File: src/rtl/riscvdefs_pkg.sv
// Definitions shared between the multicycle control unit and the load/store unit:
// access length codes, LSU FSM encodings, bus payload type and lane helpers.
package riscvdefs;

    localparam int unsigned XLEN   = 32;
    localparam int unsigned NBYTES = XLEN / 8;

    typedef enum logic [1:0] {
        LOAD_STORE_BYTE = 2'd0,
        LOAD_STORE_HALF = 2'd1,
        LOAD_STORE_WORD = 2'd2,
        LOAD_STORE_RSVD = 2'd3
    } ls_len_e;

    typedef enum logic [1:0] {
        LSU_IDLE = 2'd0,
        LSU_REQ  = 2'd1,
        LSU_RESP = 2'd2
    } lsu_state_e;

    typedef struct packed {
        logic              we;
        logic [NBYTES-1:0] byte_en;
        logic [XLEN-1:0]   wdata;
    } lsu_bus_t;

    function automatic logic [NBYTES-1:0] lane_byte_en(input ls_len_e len, input logic [1:0] off);
        case (len)
            LOAD_STORE_BYTE: return 4'b0001 << off;
            LOAD_STORE_HALF: return 4'b0011 << {off[1], 1'b0};
            default:         return 4'hF;
        endcase
    endfunction

    function automatic logic [XLEN-1:0] lane_wdata(input ls_len_e len, input logic [XLEN-1:0] wd);
        case (len)
            LOAD_STORE_BYTE: return {4{wd[7:0]}};
            LOAD_STORE_HALF: return {2{wd[15:0]}};
            default:         return wd;
        endcase
    endfunction

    // HALF needs off[0]==0, WORD (and the reserved code) needs off==0
    function automatic logic is_misaligned(input ls_len_e len, input logic [1:0] off);
        case (len)
            LOAD_STORE_BYTE: return 1'b0;
            LOAD_STORE_HALF: return off[0];
            default:         return (off != 2'b00);
        endcase
    endfunction

endpackage

File: src/rtl/load_extract.sv
// Combinational load-data lane extraction with zero/sign extension; shared
// by the uncached bus path and any later cached path.
module load_extract
    import riscvdefs::*;
(
    input  logic [XLEN-1:0] i_rdata,
    input  logic [1:0]      i_off,
    input  ls_len_e         i_len,
    input  logic            i_sign_ext,
    output logic [XLEN-1:0] o_result_c
);

    logic [4:0]      w_shamt;
    logic [XLEN-1:0] w_shifted;

    // HALF honours only off[1]; WORD ignores the offset entirely
    always_comb begin
        w_shamt = 5'd0;
        case (i_len)
            LOAD_STORE_BYTE: w_shamt = {i_off, 3'b000};
            LOAD_STORE_HALF: w_shamt = {i_off[1], 4'b0000};
            default:         w_shamt = 5'd0;
        endcase
    end

    assign w_shifted = i_rdata >> w_shamt;

    always_comb begin
        o_result_c = w_shifted;
        case (i_len)
            LOAD_STORE_BYTE: o_result_c = {{24{i_sign_ext & w_shifted[7]}}, w_shifted[7:0]};
            LOAD_STORE_HALF: o_result_c = {{16{i_sign_ext & w_shifted[15]}}, w_shifted[15:0]};
            default:         o_result_c = w_shifted;
        endcase
    end

endmodule

File: src/rtl/load_store_unit.sv
// Memory-access stage: turns a control-unit request into a word-aligned bus
// transaction and returns extended load data. Optional: LSU_MISALIGN_TRAP_EN.
module load_store_unit
    import riscvdefs::*;
#(
    parameter int unsigned ADDR_WIDTH = 32
) (
    input  logic                  clk,
    input  logic                  reset,
    input  logic                  reqValid,
    output logic                  reqReady,
    input  logic                  reqWrite,
    input  logic [ADDR_WIDTH-1:0] address,
    input  logic [XLEN-1:0]       writeData,
    input  logic [1:0]            len,
    input  logic                  signExtend,
    output logic                  respValid,
    output logic [XLEN-1:0]       readData,
    output logic                  respError,
    output logic                  memReq,
    output logic                  memWe,
    output logic [ADDR_WIDTH-1:0] memAddr,
    output logic [NBYTES-1:0]     memByteEn,
    output logic [XLEN-1:0]       memWdata,
    input  logic                  memAck,
    input  logic [XLEN-1:0]       memRdata
);

    lsu_state_e            r_state,      w_state_nxt;
    logic                  r_req_ready,  w_req_ready_nxt;
    logic                  r_resp_valid, w_resp_valid_nxt;
    logic [XLEN-1:0]       r_read_data,  w_read_data_nxt;
    logic                  r_mem_req,    w_mem_req_nxt;
    logic [ADDR_WIDTH-1:0] r_mem_addr,   w_mem_addr_nxt;
    lsu_bus_t              r_bus,        w_bus_nxt;
    logic [1:0]            r_off,        w_off_nxt;
    ls_len_e               r_len,        w_len_nxt;
    logic                  r_sext,       w_sext_nxt;
    logic                  r_write,      w_write_nxt;
`ifdef LSU_MISALIGN_TRAP_EN
    logic                  r_resp_error, w_resp_error_nxt;
`endif

    ls_len_e               w_req_len;
    logic [XLEN-1:0]       w_load_result;

    assign w_req_len = ls_len_e'(len);

    load_extract u_load_extract (
        .i_rdata    (memRdata),
        .i_off      (r_off),
        .i_len      (r_len),
        .i_sign_ext (r_sext),
        .o_result_c (w_load_result)
    );

    // State and all registered outputs
    always_ff @(posedge clk or posedge reset) begin
        if (reset) begin
            r_state      <= LSU_IDLE;
            r_req_ready  <= 1'b1;
            r_resp_valid <= 1'b0;
            r_read_data  <= '0;
            r_mem_req    <= 1'b0;
            r_mem_addr   <= '0;
            r_bus        <= '0;
            r_off        <= 2'b00;
            r_len        <= LOAD_STORE_BYTE;
            r_sext       <= 1'b0;
            r_write      <= 1'b0;
`ifdef LSU_MISALIGN_TRAP_EN
            r_resp_error <= 1'b0;
`endif
        end else begin
            r_state      <= w_state_nxt;
            r_req_ready  <= w_req_ready_nxt;
            r_resp_valid <= w_resp_valid_nxt;
            r_read_data  <= w_read_data_nxt;
            r_mem_req    <= w_mem_req_nxt;
            r_mem_addr   <= w_mem_addr_nxt;
            r_bus        <= w_bus_nxt;
            r_off        <= w_off_nxt;
            r_len        <= w_len_nxt;
            r_sext       <= w_sext_nxt;
            r_write      <= w_write_nxt;
`ifdef LSU_MISALIGN_TRAP_EN
            r_resp_error <= w_resp_error_nxt;
`endif
        end
    end

    // Next-state and next-output logic
    always_comb begin
        w_state_nxt      = r_state;
        w_req_ready_nxt  = r_req_ready;
        w_resp_valid_nxt = r_resp_valid;
        w_read_data_nxt  = r_read_data;
        w_mem_req_nxt    = r_mem_req;
        w_mem_addr_nxt   = r_mem_addr;
        w_bus_nxt        = r_bus;
        w_off_nxt        = r_off;
        w_len_nxt        = r_len;
        w_sext_nxt       = r_sext;
        w_write_nxt      = r_write;
`ifdef LSU_MISALIGN_TRAP_EN
        w_resp_error_nxt = r_resp_error;
`endif

        case (r_state)
            LSU_IDLE: begin
                if (reqValid) begin
                    w_off_nxt         = address[1:0];
                    w_len_nxt         = w_req_len;
                    w_sext_nxt        = signExtend;
                    w_write_nxt       = reqWrite;
                    w_mem_addr_nxt    = {address[ADDR_WIDTH-1:2], 2'b00};
                    w_bus_nxt.we      = reqWrite;
                    w_bus_nxt.byte_en = lane_byte_en(w_req_len, address[1:0]);
                    w_bus_nxt.wdata   = lane_wdata(w_req_len, writeData);
                    w_req_ready_nxt   = 1'b0;
`ifdef LSU_MISALIGN_TRAP_EN
                    w_resp_error_nxt  = 1'b0;
                    if (is_misaligned(w_req_len, address[1:0])) begin
                        // Trap: no bus cycle, respond with error and zero data
                        w_bus_nxt.we     = 1'b0;
                        w_read_data_nxt  = '0;
                        w_resp_error_nxt = 1'b1;
                        w_resp_valid_nxt = 1'b1;
                        w_state_nxt      = LSU_RESP;
                    end else begin
                        w_mem_req_nxt    = 1'b1;
                        w_state_nxt      = LSU_REQ;
                    end
`else
                    w_mem_req_nxt     = 1'b1;
                    w_state_nxt       = LSU_REQ;
`endif
                end
            end
            LSU_REQ: begin
                if (memAck) begin
                    if (!r_write) begin
                        w_read_data_nxt = w_load_result;
                    end
                    w_mem_req_nxt    = 1'b0;
                    w_bus_nxt.we     = 1'b0;
                    w_resp_valid_nxt = 1'b1;
                    w_state_nxt      = LSU_RESP;
                end
            end
            LSU_RESP: begin
                w_resp_valid_nxt = 1'b0;
                w_req_ready_nxt  = 1'b1;
                w_state_nxt      = LSU_IDLE;
            end
            default: begin
                w_resp_valid_nxt = 1'b0;
                w_mem_req_nxt    = 1'b0;
                w_req_ready_nxt  = 1'b1;
                w_state_nxt      = LSU_IDLE;
            end
        endcase
    end

    assign reqReady  = r_req_ready;
    assign respValid = r_resp_valid;
    assign readData  = r_read_data;
    assign memReq    = r_mem_req;
    assign memWe     = r_bus.we;
    assign memAddr   = r_mem_addr;
    assign memByteEn = r_bus.byte_en;
    assign memWdata  = r_bus.wdata;
`ifdef LSU_MISALIGN_TRAP_EN
    assign respError = r_resp_error;
`else
    assign respError = 1'b0;
`endif

endmodule

File: config.mk
export PLATFORM = sky130hd
export DESIGN_NAME = load_store_unit
export DESIGN_NICKNAME = d
export VERILOG_FILES = /design/src/rtl/riscvdefs_pkg.sv /design/src/rtl/load_extract.sv /design/src/rtl/load_store_unit.sv
export SDC_FILE = /design/constraint.sdc
export NUM_CORES = 1
export LEC_CHECK = 0
export ABC_CLOCK_PERIOD_IN_PS = 7640
export BUFFER_PORTS_ARGS = -buffer_cell sky130_fd_sc_hd__clkbuf_2
export CORE_AREA = 2 2 148 150
export CTS_BUF_LIST = sky130_fd_sc_hd__clkbuf_4
export DETAILED_ROUTE_END_ITERATION = 7
export DIE_AREA = 0 0 150 152
export GPL_TIMING_DRIVEN = 0
export MAX_ROUTING_LAYER = met4
export PLACE_DENSITY_LB_ADDON = 0.3
export SLEW_MARGIN = 20
export SYNTH_ARGS = -nofsm -noshare
export SYNTH_HDL_FRONTEND = slang
export SYNTH_HIERARCHICAL = 1
export SYNTH_SLANG_ARGS = --single-unit
export TNS_END_PERCENT = 20
File: constraint.sdc
create_clock -name clk -period 7.64 [get_ports clk]
set_clock_uncertainty 0.2 [all_clocks]
set_input_delay 0.764 -clock clk [delete_from_list [all_inputs] [get_ports clk]]
set_output_delay 0.764 -clock clk [all_outputs]
set_load 0.03 [all_outputs]
* After elaboration in Yosys (flattened, before gate mapping)
Index checks and enable logic that the tools add are counted.
** Word-level totals
- Bits in registers :: 110
- Latch bits :: 0
- Memory bits (writable) :: 0
- Memory bits (read-only) :: 0
- Output and inout port bits :: 105
- Word-level logic and storage cells :: 55
- Memories kept :: 0
** Cells by class
- $add $sub $neg :: 0
- Multiply operators :: 0
- Divide/modulo/power cells :: 0
- $lt $le $gt $ge :: 0
- Equality and inequality tests :: 6
- Shift operators :: 3
- Mux-type cells :: 16
- Bitwise operators :: 6
- Reduce and logical (&&, ||, !) cells :: 11
** Operator list (number)
- one-hot mux 32 bit (2 select lines) :: 2
- two-way mux 37 bit :: 1
- right shift 32 x 5 -> 32 bit :: 1
- one-hot mux 5 bit (2 select lines) :: 1
- AND reduction 3 bit :: 3
- one-hot mux 4 bit (2 select lines) :: 1
- AND reduction 2 bit :: 4
- equality test 2 x 1 -> 1 bit (second input constant) :: 3
- logical NOT 2 bit :: 3
- one-hot mux 1 bit (2 select lines) :: 3
- two-way mux 1 bit :: 4
- two-way mux 2 bit :: 2
- inequality test 2 bit (second input constant) :: 2
- inverter 1 bit :: 4
- one-hot mux 2 bit (2 select lines) :: 1
- << shifter 1 x 2 -> 4 bit (first input constant) :: 1
- << shifter 2 x 2 -> 4 bit (first input constant) :: 1
- one-hot mux 1 bit (3 select lines) :: 1
- bitwise AND 1 bit :: 2
- equality test 2 bit (second input constant) :: 1
- nonzero test 2 bit :: 1

* Longest topological paths before layout
Gate-level depths: netlist (run 1).
- Depth after elaboration :: 5
- Gate-level depth with buffers :: 7

* Modules after synthesis
The synthesis (run 1) kept the hierarchy.
** Modules (own cells, without submodules)
- load_store_unit :: times used 1, cells an instance 328, area each 4435.5 um^2, seq. area each 2753.9 um^2
- load_extract :: times used 1, cells an instance 95, area each 754.5 um^2, seq. area each 0.0 um^2

* Worst setup path after synthesis (run 1)
Ideal clock, no wire load.
- Path type :: input-to-reg
- Start point :: input port memRdata[15]
- End point :: register r_read_data[20], in the netlist readData[20]
- Library setup time :: 0.127 ns
- Arrival time :: 1.848 ns
- Path slack :: 5.465 ns
- Stages :: 5
- Path buffers :: 1
- Cells stage by stage :: or4_4 nand4_4 buf_6 nand2_1 mux2_1
** Between the ends
- Longest elaborated chain between the ends :: 3
- Elaborated cells on any way between the ends :: 4
** Ends and longest elaborated chain
- start: declaration :: line load_store_unit.sv:26 : input logic [XLEN-1:0] memRdata
- right shift 32 x 5 -> 32 bit * :: line load_extract.sv:26 : assign w_shifted = i_rdata >> w_shamt;
- bitwise AND 1 bit (on tied branches) :: line load_extract.sv:32, load_extract.sv:31
- one-hot mux 32 bit (2 select lines) * :: line load_extract.sv:30 : case (i_len)
- named net w_load_result[20] :: line load_store_unit.sv:45 : logic [XLEN-1:0] w_load_result;
- end signal: assignment :: line load_store_unit.sv:78 : r_read_data <= w_read_data_nxt;
- end: declaration :: line load_store_unit.sv:32 : logic [XLEN-1:0] r_read_data, w_read_data_nxt;
Mark *: on every way through the listed nets, which the timed path passes. The rest lies on a longest branch.
A chain may end at the register's enable or synchronous reset.

* Worst setup path in the final report (run 1)
- Start point :: register r_req_ready, in the netlist reqReady
- End point :: output port reqReady
** RTL lines
- start: declaration :: line load_store_unit.sv:30 : logic r_req_ready, w_req_ready_nxt;
- start signal: assignment :: line load_store_unit.sv:76 : r_req_ready <= w_req_ready_nxt;
- end: declaration :: line load_store_unit.sv:11 : output logic reqReady,
No word-level cell between the ends.

==> impl_metrics.py, run 1 <==
metrics = {
    "sta": {
        "max-slew-margin-rel_pct": 62.68,
        "fmax_mhz": 461.3,
        "finalSetupViolCount": 0,
        "hold_viol_final": 0,
        "worst_slack_ns": 5.472,
        "rsz0062_at_grt": "false",
        "worst_pin_slew_ns": 0.5598,
        "tns_ns": 0,
        "period_needed_ns": 2.168,
        "fin_crit_sh_pct": 28.37,
        "slew_viol_final": 0,
    },
    "synth": {
        "synth_warnings": 6,
        "ys_seq_area_share_pct": 53.06,
        "synthTopCellsByArea": "dfrtp_1 (53%), mux2_2 (16%), a21oi_1 (3.4%)",
        "ys_seq_elements": 110,
        "yosysTopAreaCell": "dfrtp_1",
        "yosysTopAreaCellShare_pct": 52.56,
        "async_flop_share_pct": 100.0,
        "synth_cell_types": 44,
        "synthesis.area_um2": 5190,
        "syn_inst": 423,
        "synth_flop_cell": "dfrtp_1",
        "synth_edf_count": 0,
        "synth.avg_cell_area_um2": 12.27,
    },
    "layout": {
        "design_area_um2": 6738,
        "fillers": 2303,
        "final_cell_mix": "clkbuf_2 (204), dfrtp_1 (109), mux2_2 (74)",
        "multi_input_area_um2": 2186,
        "nets": 745,
        "area_delta_synth_final_pct": 29.82,
        "layout_commonest_cell": "clkbuf_2",
        "drive_above_1_share_pct": 52.56,
        "seqCellArea_um2": 2754,
        "final_core_util_pct": 31.56,
    },
    "global_routing": {
        "overflow": 0,
        "grt_max_degree": 59,
        "track_usage_pct": 13.91,
        "grt_first_pass_wirelength_um": 23840,
        "antenna_found_initial": 1,
        "grt_pass1_vias": 4219,
    },
    "placed_design": {
        "portBuffers": 204,
        "gp_congestion": 0.8604,
        "place_area_um2": 6601,
        "dp_hpwl_um": 11650,
        "pre_cts_ws_ns": 5.254,
    },
    "drt": {
        "via_count": 4124,
        "via_per_inst": 4.454,
        "firstDrtPassIters": 4,
        "wl_per_cell_um": 16.37,
        "finalWirelength_um": 15160,
        "antenna_left": 0,
        "drc_errors": 0,
        "drt_iter0_markers": 197,
    },
    "pwr": {
        "finalPower_uw": 2656,
        "leakage_uw": 0.003221,
        "power.density_nw_per_um2": 394.3,
        "vdd_drop_max_v": 0.0001261,
    },
    "min_path": {
        "hp-class": "in -> async",
    },
    "worst_setup_path": {
        "crit_required_ns": 6.68,
        "worstPathMaxFanout": 2,
        "timing.rr.start": "r_len[0]$_DFFE_PP0P_",
        "rrSetupSlack_ns": 5.54,
        "reg2reg_depth": 4,
        "setup.worst_path.end_class": "output pin",
        "crit_path_end": "reqReady",
        "cp_slowest_cell": "dfstp_2",
        "reg2reg_to": "readData[6]$_DFFE_PP0P_",
        "crit_path_max_incr_delay_ns": 0.56,
        "cp_top_family": "flip-flops",
        "worstPathArrival_ns": 1.20,
        "crit_type": "reg -> out",
        "start_kind": "flip-flop",
        "crit_chain": "clkbuf_2",
        "startpoint": "reqReady$_DFFE_PP1P_",
        "cp_num_buf_inv": 1,
        "cp.depth": 1,
    },
    "die": {
        "placeableCoreArea_um2": 21350,
        "die_area_um2": 22800,
        "ios": 209,
        "start_util_pct": 24.31,
        "dieWidth_um": 150,
        "rows": 54,
        "dieHeight_um": 152,
    },
    "clock_network": {
        "cts_hold_buf": 0,
        "cts_sinks": 110,
        "cts_tree": "done",
        "cts_resized": 0,
        "path_clk_slew_ns": 0.20,
        "cts_made_buffers": 9,
        "clk_latency_ns": 0.46,
        "clockRootBuffer": "clkbuf_4",
        "htreeDepth": 3,
        "cts_buffer_depth": 2,
        "post_cts_buffers": 0,
    },
    "job": {
        "cap_violations": 0,
    },
    "run_status": {
        "outcome": "complete, no violations",
    },
}
-- worst reg2reg max path, cell delays in order, from the launching register on --
cell and delay (ns):
dfrtp_1 0.47, nor2_2 0.39, nand2_2 0.24, mux4_1 0.49, mux2_2 0.27
-- how the worst min path moves through the flow --
stage                                  start                  endpoint  slack (ns)
floorplan               reqReady$_DFFE_PP1P_      reqReady$_DFFE_PP1P_        0.34
global placement        reqReady$_DFFE_PP1P_      reqReady$_DFFE_PP1P_        0.28
detailed placement  readData[27]$_DFFE_PP0P_  readData[27]$_DFFE_PP0P_        0.28
CTS                                    reset   memAddr[22]$_DFFE_PP0P_        0.08
global route                           reset  readData[19]$_DFFE_PP0P_        0.12
finish                                 reset  readData[19]$_DFFE_PP0P_        0.12
-- synth_stat cells (all sizes together) (4+ instances only) --
cell,count
a21oi,36
a221oi,6
a22oi,9
a31oi,16
buf,27
clkbuf,4
dfrtp,109
inv,6
mux2,76
mux2i,8
mux4,7
nand2,37
nand2b,5
nor2,36
nor2b,12
o21ai,4
o22ai,7
-- layer usage --
layer  wire length (um)  share of wire [%]  GRT usage (%)  up-vias
li1                   -                  -              -     1941
met3                758                5.0          2.913       21
met5                  0                  0              -        -
met1               6692                 44          17.91     2033
met2               7374                 49          21.66      129
met4                334                2.2          4.897        0
-- sequential cells by signal, summed over array words and instances, names as in the netlist, 2 cells and up --
register / flops
memByteEn: 4
r_len: 2
memWdata: 32
r_off: 2
r_state: 2
readData: 32
memAddr: 30
-- metrics by stage --
stage	hold WS, ns	instances
after global routing	0.1159	926
after global placement	0.2766	909
final	0.1238	926
after detailed placement	0.2830	910
after floorplan	0.3405	425
after CTS	0.08253	925
-- kinds of logic after synthesis --
| kind of cell | after synthesis | share of synthesized area, % |
|---|---|---|
| buf+inv | 37 | 4.966 |
| compound gates | 82 | 10.25 |
| flops | 110 | 53.06 |
| other cells | 1 | 0.07225 |
| simple gates | 102 | 10.37 |
| mux | 91 | 21.29 |
-- layout make-up --
cell class                 instances  area share, %
sequential                       110          40.87
multi-input combinational        278          32.44
timing repair buffer             205          15.56
tap                              280          5.200
buffer                            31          3.491
clock buffer                      10          1.114
clock inverter                     5         0.8728
inverter                           6         0.4085
antenna                            1        0.03714
-- power breakdown --
part	internal, uW	switching, uW	leakage [uW]
clock	103	202	0.0000689
combinational	499	885	0.00187
sequential	825	144	0.00128
(Power assumes the default switching activity.)
==> inputs of run 2 (changes only) <==
Settings changed: ABC_AREA set to 1, ABC_CLOCK_PERIOD_IN_PS 7640 to 2000, CORE_AREA 2 2 148 150 to 2 2 155 157, DIE_AREA 0 0 150 152 to 0 0 157 159.
Clock period 7.64 ns to 2 ns, I/O delays scaled along.
==> run 2 against run 1 <==
Effect of this change:
- final area up 27%
- clock power rose to 4.3 times the previous value
- sequential cell count unchanged
- first-iteration DRC count up 34%
- total power rose to 4.3 times the previous value
- routed wire length up 29%
- worst setup slack worse by 5.4 ns
- synthesized cell count up 68%
- synthesized area up 11%
- sequential share of layout area down 8.7 points
- via count up 41%
- register-to-register slack worse by 5.5 ns
- largest power group unchanged
==> impl_metrics.py, run 2 <==
metrics = {
    "global_routing": {
        "antenna_found_initial": 0,
        "overflow": 0,
        "grt_pass1_vias": 6048,
        "grt_first_pass_wirelength_um": 31390,
        "grt_max_degree": 32,
        "track_usage_pct": 16.38,
    },
    "synth": {
        "ys_seq_elements": 110,
        "synth_cell_types": 35,
        "async_flop_share_pct": 100.0,
        "synth_flop_cell": "dfrtp_1",
        "synthesis.area_um2": 5759,
        "synth_warnings": 6,
        "yosys-top-cells-count": "nand2_1 (318), dfrtp_1 (109), inv_1 (62), o21ai_2 (34), nand3_1 (33)",
        "ys_seq_area_share_pct": 47.82,
        "synth_edf_count": 0,
        "yosysTopAreaCell": "dfrtp_1",
        "yosysTopAreaCellShare_pct": 47.36,
        "syn_inst": 709,
        "yosysMostFrequentCell": "nand2_1",
        "synth.avg_cell_area_um2": 8.123,
        "synthTopCellsByArea": "dfrtp_1 (47%), nand2_1 (21%), o21ai_2 (5.2%)",
    },
    "pwr": {
        "vdd_drop_max_v": 0.0006562,
        "power.density_nw_per_um2": 1328,
        "switching_power_uw": 5759,
        "power_frac_seq_pct": 32.9,
        "internal_power_uw": 5614,
        "p_comb_share_pct": 55.6,
        "leakage_uw": 0.004723,
        "power.share.clock_pct": 11.5,
        "switching_share_pct": 50.64,
    },
    "die": {
        "rows": 56,
        "placeableCoreArea_um2": 23190,
        "die_area_um2": 24960,
        "ios": 209,
        "dieWidth_um": 157,
        "dieHeight_um": 159,
        "start_util_pct": 24.83,
    },
    "drt": {
        "drt_iter0_markers": 264,
        "wl_per_cell_um": 14.34,
        "drc_errors": 0,
        "finalWirelength_um": 19610,
        "via_count": 5826,
        "firstDrtPassIters": 4,
        "antenna_left": 0,
        "via_per_inst": 4.262,
    },
    "layout": {
        "fin_cells": 1367,
        "drive_above_1_share_pct": 31.87,
        "seqCellArea_um2": 2756,
        "design_area_um2": 8567,
        "layout_commonest_cell": "nand2_1",
        "fillers": 2396,
        "antennaDiodeCount": 0,
        "area_delta_synth_final_pct": 48.75,
        "final_cell_mix": "nand2_1 (318), clkbuf_2 (203), dlygate4sd3_1 (111)",
        "multi_input_area_um2": 2404,
        "nets": 1147,
    },
    "run_status": {
        "outcome": "complete, no violations",
    },
    "clock_network": {
        "cts_sinks": 110,
        "htreeDepth": 3,
        "path_clk_slew_ns": 0.19,
        "cts_buffer_depth": 2,
        "cts_tree": "done",
        "clockRootBuffer": "clkbuf_4",
        "cts_made_buffers": 9,
        "clk_latency_ns": 0.49,
    },
    "worst_setup_path": {
        "crit_chain": "dlygate4sd3_1, clkbuf_2, o21ai_0, dlygate4sd3_1, nand2_1, dlygate4sd3_1, nand2_1, nand2_1",
        "setup.worst_path.end_class": "flip-flop",
        "cp_top_family": "buffers and inverters",
        "cp_slowest_cell": "dlygate4sd3_1",
        "worstPathArrival_ns": 2.18,
        "cp.depth": 8,
        "cp_num_buf_inv": 4,
        "crit_path_max_incr_delay_ns": 0.57,
        "worstPathMaxFanout": 2,
        "reg2reg_depth": 9,
        "start_kind": "input port",
        "reg2reg_to": "readData[3]$_DFFE_PP0P_",
        "timing.rr.start": "r_len[1]$_DFFE_PP0P_",
        "rrSetupSlack_ns": 0.09,
        "crit_required_ns": 2.20,
        "crit_type": "in -> reg",
    },
    "min_path": {
        "hp-class": "in -> reg",
        "holdPathEnd": "readData[5]$_DFFE_PP0P_",
        "hp-start": "memRdata[21]",
        "hold_depth": 7,
    },
    "placed_design": {
        "gp_congestion": 0.9207,
        "dp.cells": 1236,
        "place_area_um2": 7246,
        "portBuffers": 203,
        "dp_hpwl_um": 14290,
    },
    "sta": {
        "fin_crit_sh_pct": 98.77,
        "finalSetupViolCount": 0,
        "fmax_mhz": 506.2,
        "max-slew-margin-rel_pct": 58.43,
        "worst_pin_slew_ns": 0.6223,
        "rsz0062_at_grt": "true",
        "worst_hold_slack_ns": 0.05497,
        "period_needed_ns": 1.975,
        "hold_viol_final": 0,
        "slew_viol_final": 0,
    },
    "job": {
        "cap_violations": 0,
    },
}
==> run 2: cell types whose count changed after synthesis, sizes merged, moves of 16 or more <==
cell   change
nand2    +287
mux2      -76
o21ai     +74
inv       +61
nand3     +49
a21oi     -33
nor2      -19
a31oi     -16
==> run 2: power groups by stage <==
stage,sequential [uW],combinational [uW],clock (uW)
CTS,3740,6340,1390
detailed placement,3770,6150,0
floorplan,5450,2580,0
global placement,3770,6070,0
finish,3740,6320,1310
global route,3870,6890,1480
==> run 2: worst max path at each step <==
| stage | endpoint | startpoint |
|---|---|---|
| 5_1_grt | readData[13]$_DFFE_PP0P_ | r_len[1]$_DFFE_PP0P_ |
| 4_1_cts | readData[30]$_DFFE_PP0P_ | r_len[1]$_DFFE_PP0P_ |
| 6_report | memWdata[12]$_DFFE_PP0P_ | writeData[12] |
| 3_5_place_dp | readData[29]$_DFFE_PP0P_ | r_len[1]$_DFFE_PP0P_ |
| 3_3_place_gp | memAddr[10]$_DFFE_PP0P_ | reset |
| 2_1_floorplan | memAddr[10]$_DFFE_PP0P_ | reset |
==> run 2: cell families (layout without fill, tap and decap cells) <==
kind of cell	after synthesis	in the layout	synth area share [%]
flip-flops	110	110	47.82
AND/OR/NAND/NOR	403	403	31.28
AO/OA/AOI/OAI	85	85	9.733
buffers and inverters	107	444	10.58
multiplexers	3	3	0.5214
other	1	3	0.06511
==> run 2: what timing repair did <==
| item | CTS | global route |
|---|---|---|
| hold endpoints to repair | 181 | 0 |
| gates resized for setup | 0 | 7 |
| buffers inserted | 0 | 3 |
| endpoints found under the setup margin | 0 | 22 |
| hold buffers | 112 | 0 |
==> run 2: cell type report <==
cell class	count	area share, %
Buffer	39	4.089
Clock inverter	7	1.154
Timing Repair Buffer	321	25.94
Sequential cell	110	32.17
Inverter	68	3.140
Tap cell	319	4.659
Clock buffer	9	0.7887
Multi-Input combinational cell	494	28.06
==> run 2: per-stage QoR <==
stage                     worst slack (ns)  power [uW]  setup TNS (ns)  utilization, %
final                              0.02467       11370               0           36.94
after global routing             -0.005102       12240       -0.009867           36.94
after CTS                          0.03684       11470               0           36.79
after detailed placement           0.05496        9920               0           31.24
after global placement             -0.6790        9847          -73.07           30.98
after floorplan                     0.2713        8033               0               -
==> run 2: worst reg2reg max path: cells and delay by family (launching register included) <==
family	cells	cell delay, ns
buffers and inverters	4	0.51
DFF	1	0.50
and+or+nand+nor	2	0.28
AOI/OAI and AO/OA	3	0.36
==> run 2: routing by layer <==
layer	up-vias	routed length, um	track usage, %
li1	2852	-	-
met1	2706	8734	20.34
met2	242	9307	27.33
met3	26	1186	2.667
met4	0	378	4.837
met5	-	0	-
==> inputs of run 3 (changes only) <==
Settings changed: BUFFER_PORTS_ARGS -buffer_cell sky130_fd_sc_hd__clkbuf_2 to unset, DONT_BUFFER_PORTS set to 1.
==> run 3 against run 2 <==
Effect of this change:
- clock-buffer cell count unchanged
- total power decreased by 9.0%
- critical path depth increased by 1
- hold slack got worse by 0.033 ns
- first-iteration DRC count decreased by 11%
- largest power group is now sequential cells
- highest routed layer unchanged
==> impl_metrics.py, run 3 (synthesis results as in run 2) <==
metrics = {
    "pwr": {
        "vdd_drop_max_v": 0.0006652,
        "leakage_uw": 0.003830,
        "power.density_nw_per_um2": 1382,
    },
    "worst_setup_path": {
        "worstPathMaxFanout": 10,
        "crit_chain": "nor2_4, nand2_4, buf_6, inv_4, buf_6, o21ai_1, o22ai_1, inv_1, o21ai_2",
        "worstPathArrival_ns": 2.14,
        "cp_top_family": "flip-flops",
        "crit_path_max_incr_delay_ns": 0.49,
        "crit_required_ns": 2.23,
        "start_kind": "flip-flop",
        "cp_num_buf_inv": 4,
        "crit_type": "reg -> reg",
        "setup.worst_path.end_class": "flip-flop",
        "cp_slowest_cell": "dfrtp_2",
        "path_common_cell": "buf_6",
    },
    "placed_design": {
        "place_area_um2": 6230,
        "portBuffers": 0,
        "gp_congestion": 0.8564,
        "dp_hpwl_um": 13720,
    },
    "die": {
        "rows": 56,
        "start_util_pct": 24.83,
        "dieHeight_um": 159,
        "die_area_um2": 24960,
        "ios": 209,
        "placeableCoreArea_um2": 23190,
        "dieWidth_um": 157,
    },
    "sta": {
        "period_needed_ns": 1.907,
        "fin_crit_sh_pct": 95.35,
        "hold_viol_final": 0,
        "worst_hold_slack_ns": 0.02194,
        "fmax_mhz": 524.4,
        "max-slew-margin-rel_pct": 60.48,
        "finalSetupViolCount": 0,
        "worst_pin_slew_ns": 0.5916,
        "rsz0062_at_grt": "false",
        "slew_viol_final": 0,
    },
    "layout": {
        "drive_above_1_share_pct": 15.36,
        "area_delta_synth_final_pct": 30.02,
        "final_cell_mix": "nand2_1 (318), dlygate4sd3_1 (108), dfrtp_1 (108)",
        "design_area_um2": 7488,
        "layout_commonest_cell": "nand2_1",
        "nets": 939,
    },
    "clock_network": {
        "clockRootBuffer": "clkbuf_4",
        "clk_latency_ns": 0.50,
        "path_clk_slew_ns": 0.20,
        "cts_sinks": 110,
        "htreeDepth": 3,
        "cts_tree": "done",
        "cts_made_buffers": 9,
        "cts_buffer_depth": 2,
    },
    "drt": {
        "via_count": 5065,
        "antenna_left": 0,
        "firstDrtPassIters": 5,
        "via_per_inst": 4.363,
        "drc_errors": 0,
        "wl_per_cell_um": 16.09,
        "drt_iter0_markers": 236,
        "finalWirelength_um": 18680,
    },
    "global_routing": {
        "grt_pass1_vias": 5294,
        "grt_max_degree": 33,
        "grt_first_pass_wirelength_um": 29160,
        "overflow": 0,
        "track_usage_pct": 15.60,
        "antenna_found_initial": 2,
    },
    "min_path": {
        "hp-class": "in -> async",
    },
    "job": {
        "cap_violations": 0,
    },
    "run_status": {
        "outcome": "complete, no violations",
    },
}
==> run 3: cell types whose count changed in the layout (fill, tap and decap cells not counted), sizes merged <==
cell / change
dlymetal6s4s: -1
bufinv: -1
diode: +2
buf: -1
clkbuf: -203
clkinv: +1
dlygate4sd3: -3
==> run 3: where the power goes <==
group,total [uW],switching [uW],internal [uW]
Sequential,5730,2610,3120
Combinational,3440,2030,1410
Clock,1180,876,299
Total,10300,5520,4830
==> run 3: worst reg2reg max path, stage by stage (launching register included) <==
cell and delay (ns):
dfrtp_2 0.49, nor2_4 0.20, nand2_4 0.08, buf_6 0.16, inv_4 0.10, buf_6 0.14, o21ai_1 0.06, o22ai_1 0.21
inv_1 0.09, o21ai_2 0.13
==> run 3: path summary, 6_finish.rpt <==
kind / start / to / slack [ns] / depth (start not counted)
setup / recovery: r_len[1]$_DFFE_PP0P_ / readData[1]$_DFFE_PP0P_ / 0.09 / 9
hold / removal: reset / memWdata[16]$_DFFE_PP0P_ / 0.02 / 2
setup reg to reg: r_len[1]$_DFFE_PP0P_ / readData[1]$_DFFE_PP0P_ / 0.09 / 9
hold reg to reg: r_sext$_DFFE_PP0P_ / r_sext$_DFFE_PP0P_ / 0.39 / 2
max in group asynchronous: reset / reqReady$_DFFE_PP1P_ / 0.98 / 3
min in group clk: address[10] / memAddr[10]$_DFFE_PP0P_ / 0.13 / 3
==> run 3: area by class of cell <==
| cell class | count | area, um^2 |
|---|---|---|
| Inverter | 68 | 269.0 |
| Fill cell | 2457 | 15700 |
| Antenna cell | 2 | 5.005 |
| Timing Repair Buffer | 113 | 1156 |
| Buffer | 39 | 355.3 |
| Multi-Input combinational cell | 494 | 2404 |
| Sequential cell | 110 | 2755 |
| Clock buffer | 9 | 67.56 |
| Clock inverter | 7 | 77.57 |
| Tap cell | 319 | 399.1 |
==> run 3: routing by layer <==
| metal | wire (um) | track usage (%) |
|---|---|---|
| met5 | 0 | - |
| met4 | 320 | 4.295 |
| met3 | 1677 | 4.518 |
| met2 | 8909 | 25.72 |
| met1 | 7773 | 18.53 |
==> run 3: stage by stage <==
| step | worst slack (ns) | total power, uW | utilization (%) | instances | setup TNS [ns] |
|---|---|---|---|---|---|
| CTS | 0.04854 | 10460 | 32.19 | 1158 | 0 |
| floorplan | 0.2713 | 8033 | - | 711 | 0 |
| global route | 0.009450 | 11140 | 32.29 | 1161 | 0 |
| finish | 0.09296 | 10350 | 32.29 | 1161 | 0 |
| global placement | -0.5300 | 8963 | 26.60 | 1030 | -56.70 |
| detailed placement | 0.06544 | 9028 | 26.86 | 1033 | 0 |
==> run 3: repair_timing <==
action | CTS | global route
endpoints found under the setup margin | 0 | 43
endpoints found under the hold margin | 220 | 0
setup buffers | 0 | 2
hold buffers | 109 | 0
resized for setup | 0 | 6
